$ cat src/rtl/ysyx_22041211_ifu_pkg.sv
// Shared types and constants for the instruction fetch unit: FSM state encoding,
// bus response codes and the default reset PC.
package ysyx_22041211_ifu_pkg;

    localparam logic [31:0] IFU_RESET_PC = 32'h8000_0000;
    localparam logic [1:0]  RESP_OKAY    = 2'b00;

    typedef enum logic [2:0] {
        ST_IDLE    = 3'd0,
        ST_AR      = 3'd1,
        ST_R       = 3'd2,
        ST_ISSUE   = 3'd3,
        ST_WAITNPC = 3'd4,
        ST_HALT    = 3'd5
    } ifu_state_e;

    // Instructions are word aligned; any set low bit in a next-PC is a fault.
    function automatic logic is_misaligned(input logic [1:0] lsb);
        return lsb != 2'b00;
    endfunction

endpackage

$ cat src/rtl/ysyx_22041211_ifu_pc_reg.sv
// Architectural PC register: reloads RESET_PC on reset, loads npc_i when enabled,
// and flags a misaligned incoming next-PC.
module ysyx_22041211_ifu_pc_reg
    import ysyx_22041211_ifu_pkg::*;
#(
    parameter int                  ADDR_LEN = 32,
    parameter logic [ADDR_LEN-1:0] RESET_PC = IFU_RESET_PC
) (
    input  logic                clk,
    input  logic                rst,
    input  logic                load_i,
    input  logic [ADDR_LEN-1:0] npc_i,
    output logic [ADDR_LEN-1:0] pc_o,
    output logic                misaligned_o
);

    logic [ADDR_LEN-1:0] pc_q;
    logic [ADDR_LEN-1:0] pc_d;

    // A misaligned target is still loaded so the faulting address stays visible.
    assign pc_d = load_i ? npc_i : pc_q;

    always_ff @(posedge clk) begin
        if (!rst) begin
            pc_q <= RESET_PC;
        end else begin
            pc_q <= pc_d;
        end
    end

    assign pc_o         = pc_q;
    assign misaligned_o = is_misaligned(npc_i[1:0]);

endmodule

$ cat src/rtl/ysyx_22041211_ifu.sv
// Multi-cycle instruction fetch unit: one AR/R read per PC, presents {pc, inst}
// to the decoder, then waits for the next PC from execute.
module ysyx_22041211_ifu
    import ysyx_22041211_ifu_pkg::*;
#(
    parameter int                  ADDR_LEN = 32,
    parameter int                  DATA_LEN = 32,
    parameter logic [ADDR_LEN-1:0] RESET_PC = IFU_RESET_PC
) (
    input  logic                clk,
    input  logic                rst,
    output logic [ADDR_LEN-1:0] araddr_o,
    output logic                arvalid_o,
    input  logic                arready_i,
    input  logic [DATA_LEN-1:0] rdata_i,
    input  logic [1:0]          rresp_i,
    input  logic                rvalid_i,
    output logic                rready_o,
    output logic [ADDR_LEN-1:0] pc_o,
    output logic [DATA_LEN-1:0] inst_o,
    output logic                inst_valid_o,
    input  logic                inst_ready_i,
    input  logic                npc_valid_i,
    input  logic [ADDR_LEN-1:0] npc_i,
    output logic                fetch_err_o
);

    ifu_state_e          state_q;
    logic [DATA_LEN-1:0] inst_q;
    logic                err_q;
    logic                arvalid_q;
    logic                rready_q;
    logic                inst_valid_q;
    logic [ADDR_LEN-1:0] pc_q;
    logic                npc_misaligned;
    logic                pc_load;

    // The PC only moves when the FSM actually accepts a next-PC.
    assign pc_load = ((state_q == ST_ISSUE) && inst_ready_i && npc_valid_i) ||
                     ((state_q == ST_WAITNPC) && npc_valid_i);

    ysyx_22041211_ifu_pc_reg #(
        .ADDR_LEN (ADDR_LEN),
        .RESET_PC (RESET_PC)
    ) u_pc_reg (
        .clk          (clk),
        .rst          (rst),
        .load_i       (pc_load),
        .npc_i        (npc_i),
        .pc_o         (pc_q),
        .misaligned_o (npc_misaligned)
    );

    always_ff @(posedge clk) begin
        if (!rst) begin
            state_q      <= ST_IDLE;
            inst_q       <= '0;
            err_q        <= 1'b0;
            arvalid_q    <= 1'b0;
            rready_q     <= 1'b0;
            inst_valid_q <= 1'b0;
        end else begin
            unique case (state_q)
                ST_IDLE: begin
                    state_q   <= ST_AR;
                    arvalid_q <= 1'b1;
                end
                ST_AR: begin
                    if (arready_i) begin
                        state_q   <= ST_R;
                        arvalid_q <= 1'b0;
                        rready_q  <= 1'b1;
                    end
                end
                ST_R: begin
                    if (rvalid_i) begin
                        rready_q <= 1'b0;
                        if (rresp_i == RESP_OKAY) begin
                            inst_q       <= rdata_i;
                            inst_valid_q <= 1'b1;
                            state_q      <= ST_ISSUE;
                        end else begin
                            inst_q  <= '0;
                            err_q   <= 1'b1;
                            state_q <= ST_HALT;
                        end
                    end
                end
                ST_ISSUE: begin
                    // npc_valid_i only counts once the decoder has taken the instruction.
                    if (inst_ready_i) begin
                        inst_valid_q <= 1'b0;
                        if (npc_valid_i) begin
                            if (npc_misaligned) begin
                                err_q   <= 1'b1;
                                state_q <= ST_HALT;
                            end else begin
                                arvalid_q <= 1'b1;
                                state_q   <= ST_AR;
                            end
                        end else begin
                            state_q <= ST_WAITNPC;
                        end
                    end
                end
                ST_WAITNPC: begin
                    if (npc_valid_i) begin
                        if (npc_misaligned) begin
                            err_q   <= 1'b1;
                            state_q <= ST_HALT;
                        end else begin
                            arvalid_q <= 1'b1;
                            state_q   <= ST_AR;
                        end
                    end
                end
                ST_HALT: begin
                    state_q <= ST_HALT;
                end
                default: begin
                    state_q      <= ST_IDLE;
                    arvalid_q    <= 1'b0;
                    rready_q     <= 1'b0;
                    inst_valid_q <= 1'b0;
                end
            endcase
        end
    end

    assign araddr_o     = pc_q;
    assign pc_o         = pc_q;
    assign arvalid_o    = arvalid_q;
    assign rready_o     = rready_q;
    assign inst_o       = inst_q;
    assign inst_valid_o = inst_valid_q;
    assign fetch_err_o  = err_q;

endmodule

$ cat config.mk
export PLATFORM = sky130hd
export DESIGN_NAME = ysyx_22041211_ifu
export DESIGN_NICKNAME = d
export VERILOG_FILES = /design/src/rtl/ysyx_22041211_ifu_pkg.sv /design/src/rtl/ysyx_22041211_ifu_pc_reg.sv /design/src/rtl/ysyx_22041211_ifu.sv
export SDC_FILE = /design/constraint.sdc
export NUM_CORES = 1
export LEC_CHECK = 0
export BUFFER_PORTS_ARGS = -buffer_cell sky130_fd_sc_hd__buf_4
export CAP_MARGIN = 20
export CELL_PAD_IN_SITES_DETAIL_PLACEMENT = 1
export CELL_PAD_IN_SITES_GLOBAL_PLACEMENT = 1
export CORE_ASPECT_RATIO = 1.4
export CORE_MARGIN = 5
export CORE_UTILIZATION = 32
export CTS_BUF_LIST = sky130_fd_sc_hd__clkbuf_4 sky130_fd_sc_hd__clkbuf_8
export CTS_CLUSTER_DIAMETER = 200
export DETAILED_ROUTE_END_ITERATION = 8
export PLACE_DENSITY_LB_ADDON = 0.3
export SYNTH_ARGS = -nofsm -noshare
export SYNTH_HDL_FRONTEND = slang
export SYNTH_SLANG_ARGS = --single-unit
export TNS_END_PERCENT = 5
$ cat constraint.sdc
create_clock -name clk -period 1.4 [get_ports clk]
set_input_delay 0.14 -clock clk [delete_from_list [all_inputs] [get_ports clk]]
set_output_delay 0.14 -clock clk [all_outputs]
set_load 0.005 [all_outputs]
==> flow_metrics.py <==
metrics = {
    "outcome": {
        "status": "complete, but fails checks",
        "violations": "negative setup slack",
    },
    "clocking": {
        "h-tree-depth": 3,
        "cts_root_buf": "clkbuf_8",
        "clock_sinks": 71,
        "worstSkewPairLatency_ps": 340,
        "clk_pin_slew_ps": 70,
        "cts_max_path_buffers": 2,
        "cts_tree": "done",
        "numCtsBuffers": 9,
    },
    "final_layout": {
        "instances_no_fill": 654,
        "fin_nets": 589,
        "insertedDiodeCount": 0,
        "fillers": 1142,
        "fin_area_um2": 4660,
        "drive_above_1_share_pct": 41.6,
        "area_delta_synth_final_pct": 49.4,
    },
    "floorplanning": {
        "dieArea_um2": 11800,
        "die_y_um": 127,
        "dieWidth_um": 93.4,
        "coreArea_um2": 9510,
        "io_pins": 172,
        "start_util_pct": 32.8,
        "row_count": 42,
    },
    "global_route": {
        "grt_first_pass_wirelength_mm": 16.1,
        "grt_antenna_before_repair": 0,
        "grt_pass1_vias": 3309,
        "grt_overflow_total": 0,
        "grt_start_max_net_pins": 39,
        "grt_usage_pct": 17.2,
    },
    "sta": {
        "rsz0062_at_grt": "true",
        "fin_crit_sh_pct": 101,
        "worst_pin_slew_ps": 348,
        "slew_headroom_pct": 76.8,
        "worst_slack_ps": -8.19,
        "max_freq_mhz": 710,
        "fin_worst_skew_ps": 6.82,
        "final.setup.tns_ps": -8.19,
        "hold_viol": 0,
        "fin_crit_ps": 1410,
        "slew_violations": 0,
        "setup_viol": 1,
    },
    "logic_synthesis": {
        "syn-cell-area_um2": 3120,
        "synthCells": 378,
        "async_reset_ff_share_pct": 0,
        "synth_compound_area_share_pct": 17.2,
        "synth.most_common_cell": "dfxtp_1",
        "ys_types": 36,
        "syn_nets": 450,
        "yosys.area_share.simple_pct": 23.7,
        "synth_top_family_by_area": "simple AND/OR/NAND/NOR gates",
        "synthTopCellsByArea": "dfxtp_1 (46%), nand3_1 (11%), nand2_1 (8.3%)",
        "synth-xor-area-share_pct": 0,
        "ys_ff_latch": 71,
        "synth_fa_ha_area_share_pct": 0,
        "seq_area_frac_synth_pct": 45.6,
        "synthMuxAreaShare_pct": 0.321,
        "synthFlopType": "dfxtp_1",
        "yosys.area.top_type": "dfxtp_1",
        "synth_top_area_share_pct": 45.6,
        "synth_edf_count": 0,
        "synth_commonest_cells": "dfxtp_1 (71), nand2_1 (69), nand3_1 (67)",
        "syn_area_per_cell_um2": 8.24,
        "yosys_warnings": 0,
    },
    "place": {
        "place_area_um2": 4350,
        "portBuffers": 171,
        "placed_cells": 633,
        "dp.final_hpwl_mm": 7.76,
        "place.gp.congestion": 0.813,
    },
    "critical_path": {
        "worst-r2r-setup-slack_ps": -8,
        "crit_end": "u_pc_reg.pc_o[8]",
        "r2r_end": "u_pc_reg.pc_o[8]",
        "start_kind": "register",
        "arrival_ps": 1690,
        "worstPathMaxFanout": 6,
        "cp-end-kind": "register",
        "cp-startpoint": "state_q[2]",
        "required_ps": 1680,
        "rr_startpoint": "state_q[2]",
        "rr_worst_depth": 6,
        "criticalPathCategory": "reg2reg",
    },
    "routing": {
        "drt_iter0_drc": 99,
        "drc": 0,
        "wl_mm": 10.5,
        "vias_per_cell": 4.79,
        "via_count": 3131,
        "wl_per_cell_um": 16.1,
        "drtPass1Iterations": 6,
        "ant_nets": 0,
    },
    "pwr": {
        "seqPwrFrac_pct": 49.5,
        "power.leakage_nw": 2.03,
        "combinationalPowerShare_pct": 14.6,
        "internal_power_mw": 3.19,
        "swShare_pct": 25.2,
        "power.total_mw": 4.26,
        "power_switching_mw": 1.08,
        "ir_drop_mv": 0.572,
        "clkPwrFrac_pct": 35.9,
        "powerDensity_nw_per_um2": 915,
    },
    "flow_run": {
        "maxCapViolCount": 0,
    },
    "min_path": {
        "hold_class": "in2reg",
    },
}
layout make-up:
class	instances	area (µm²)	share of cell area (%)
Tap cell	132	165	3.55
Multi-Input combinational cell	244	1300	28.0
Clock buffer	13	166	3.57
Clock inverter	3	17.5	0.376
Sequential cell	71	1430	30.7
Inverter	1	3.75	0.0806
Timing Repair Buffer	190	1570	33.7
worst max-delay path, cell delays in order, from the launching register on:
cell     delay, ps
dfxtp_4        380
and4b_1        230
o21ai_4        270
buf_6          150
buf_4          130
nand3_1        100
o21ai_1         80
power by group through the flow:
stage          Clock [mW]  Combinational [mW]  Sequential (mW)
3_5_place_dp            0               0.598             2.15
4_1_cts              1.59               0.611             2.11
3_3_place_gp            0               0.580             2.15
5_1_grt              1.69               0.684             2.12
2_1_floorplan           0               0.276             2.15
6_report             1.53               0.623             2.11
worst min path at each step:
stage,from,end,depth (start not counted)
floorplan,npc_i[31],u_pc_reg.pc_o[31],2
global placement,npc_i[31],u_pc_reg.pc_o[31],3
detailed placement,npc_i[31],u_pc_reg.pc_o[31],3
CTS,npc_i[6],u_pc_reg.pc_o[6],3
global route,npc_i[20],u_pc_reg.pc_o[20],3
finish,npc_i[11],u_pc_reg.pc_o[11],3
placed cells by master (no fill, tap or decap), drive strengths merged, types with 5 or more instances in the layout:
| cell type | netlist | final |
|---|---|---|
| buf | 48 | 188 |
| dfxtp | 71 | 71 |
| o21ai | 38 | 38 |
| a21oi | 5 | 5 |
| nor2 | 8 | 8 |
| nand3 | 67 | 67 |
| a21boi | 33 | 33 |
| clkbuf | 14 | 14 |
| nand2 | 69 | 69 |
cell families after synthesis:
group / count (synthesis)
and+or+nand+nor: 159
AOI/OAI and AO/OA: 84
DFF: 71
buffers and inverters: 63
muxes: 1
state kept, by name (all words and copies together), names as in the netlist:
signal,cells
rready_o,1
fetch_err_o,1
inst_o,32
u_pc_reg.pc_o,32
state_q,3
arvalid_o,1
inst_valid_o,1
per-layer routing:
layer	vias up	track usage, %	wire [µm]
met4	0	6.99	248
met2	87	33.0	6100
met3	17	4.56	474
met5	-	0	0
met1	1497	17.0	3700
li1	1530	-	-
what timing repair did:
item / in CTS / in global routing
buffers inserted: 1 / 1
endpoints found under the hold margin: 1 / 0
hold buffers: 1 / 0
resized for setup: 2 / 17
pin swaps: 1 / 3
endpoints found under the setup margin: 5 / 32
cloned: 1 / 1
stage by stage:
step,hold slack (ps),util [%],worst slack [ps]
finish,36.3,48.9,-8.19
global route,9.61,48.9,-92.2
CTS,10.7,48.2,-54.7
detailed placement,369,45.8,-7.10
global placement,355,45.8,49.0
floorplan,265,-,186
Note: power is estimated with default switching activity, not from simulation.
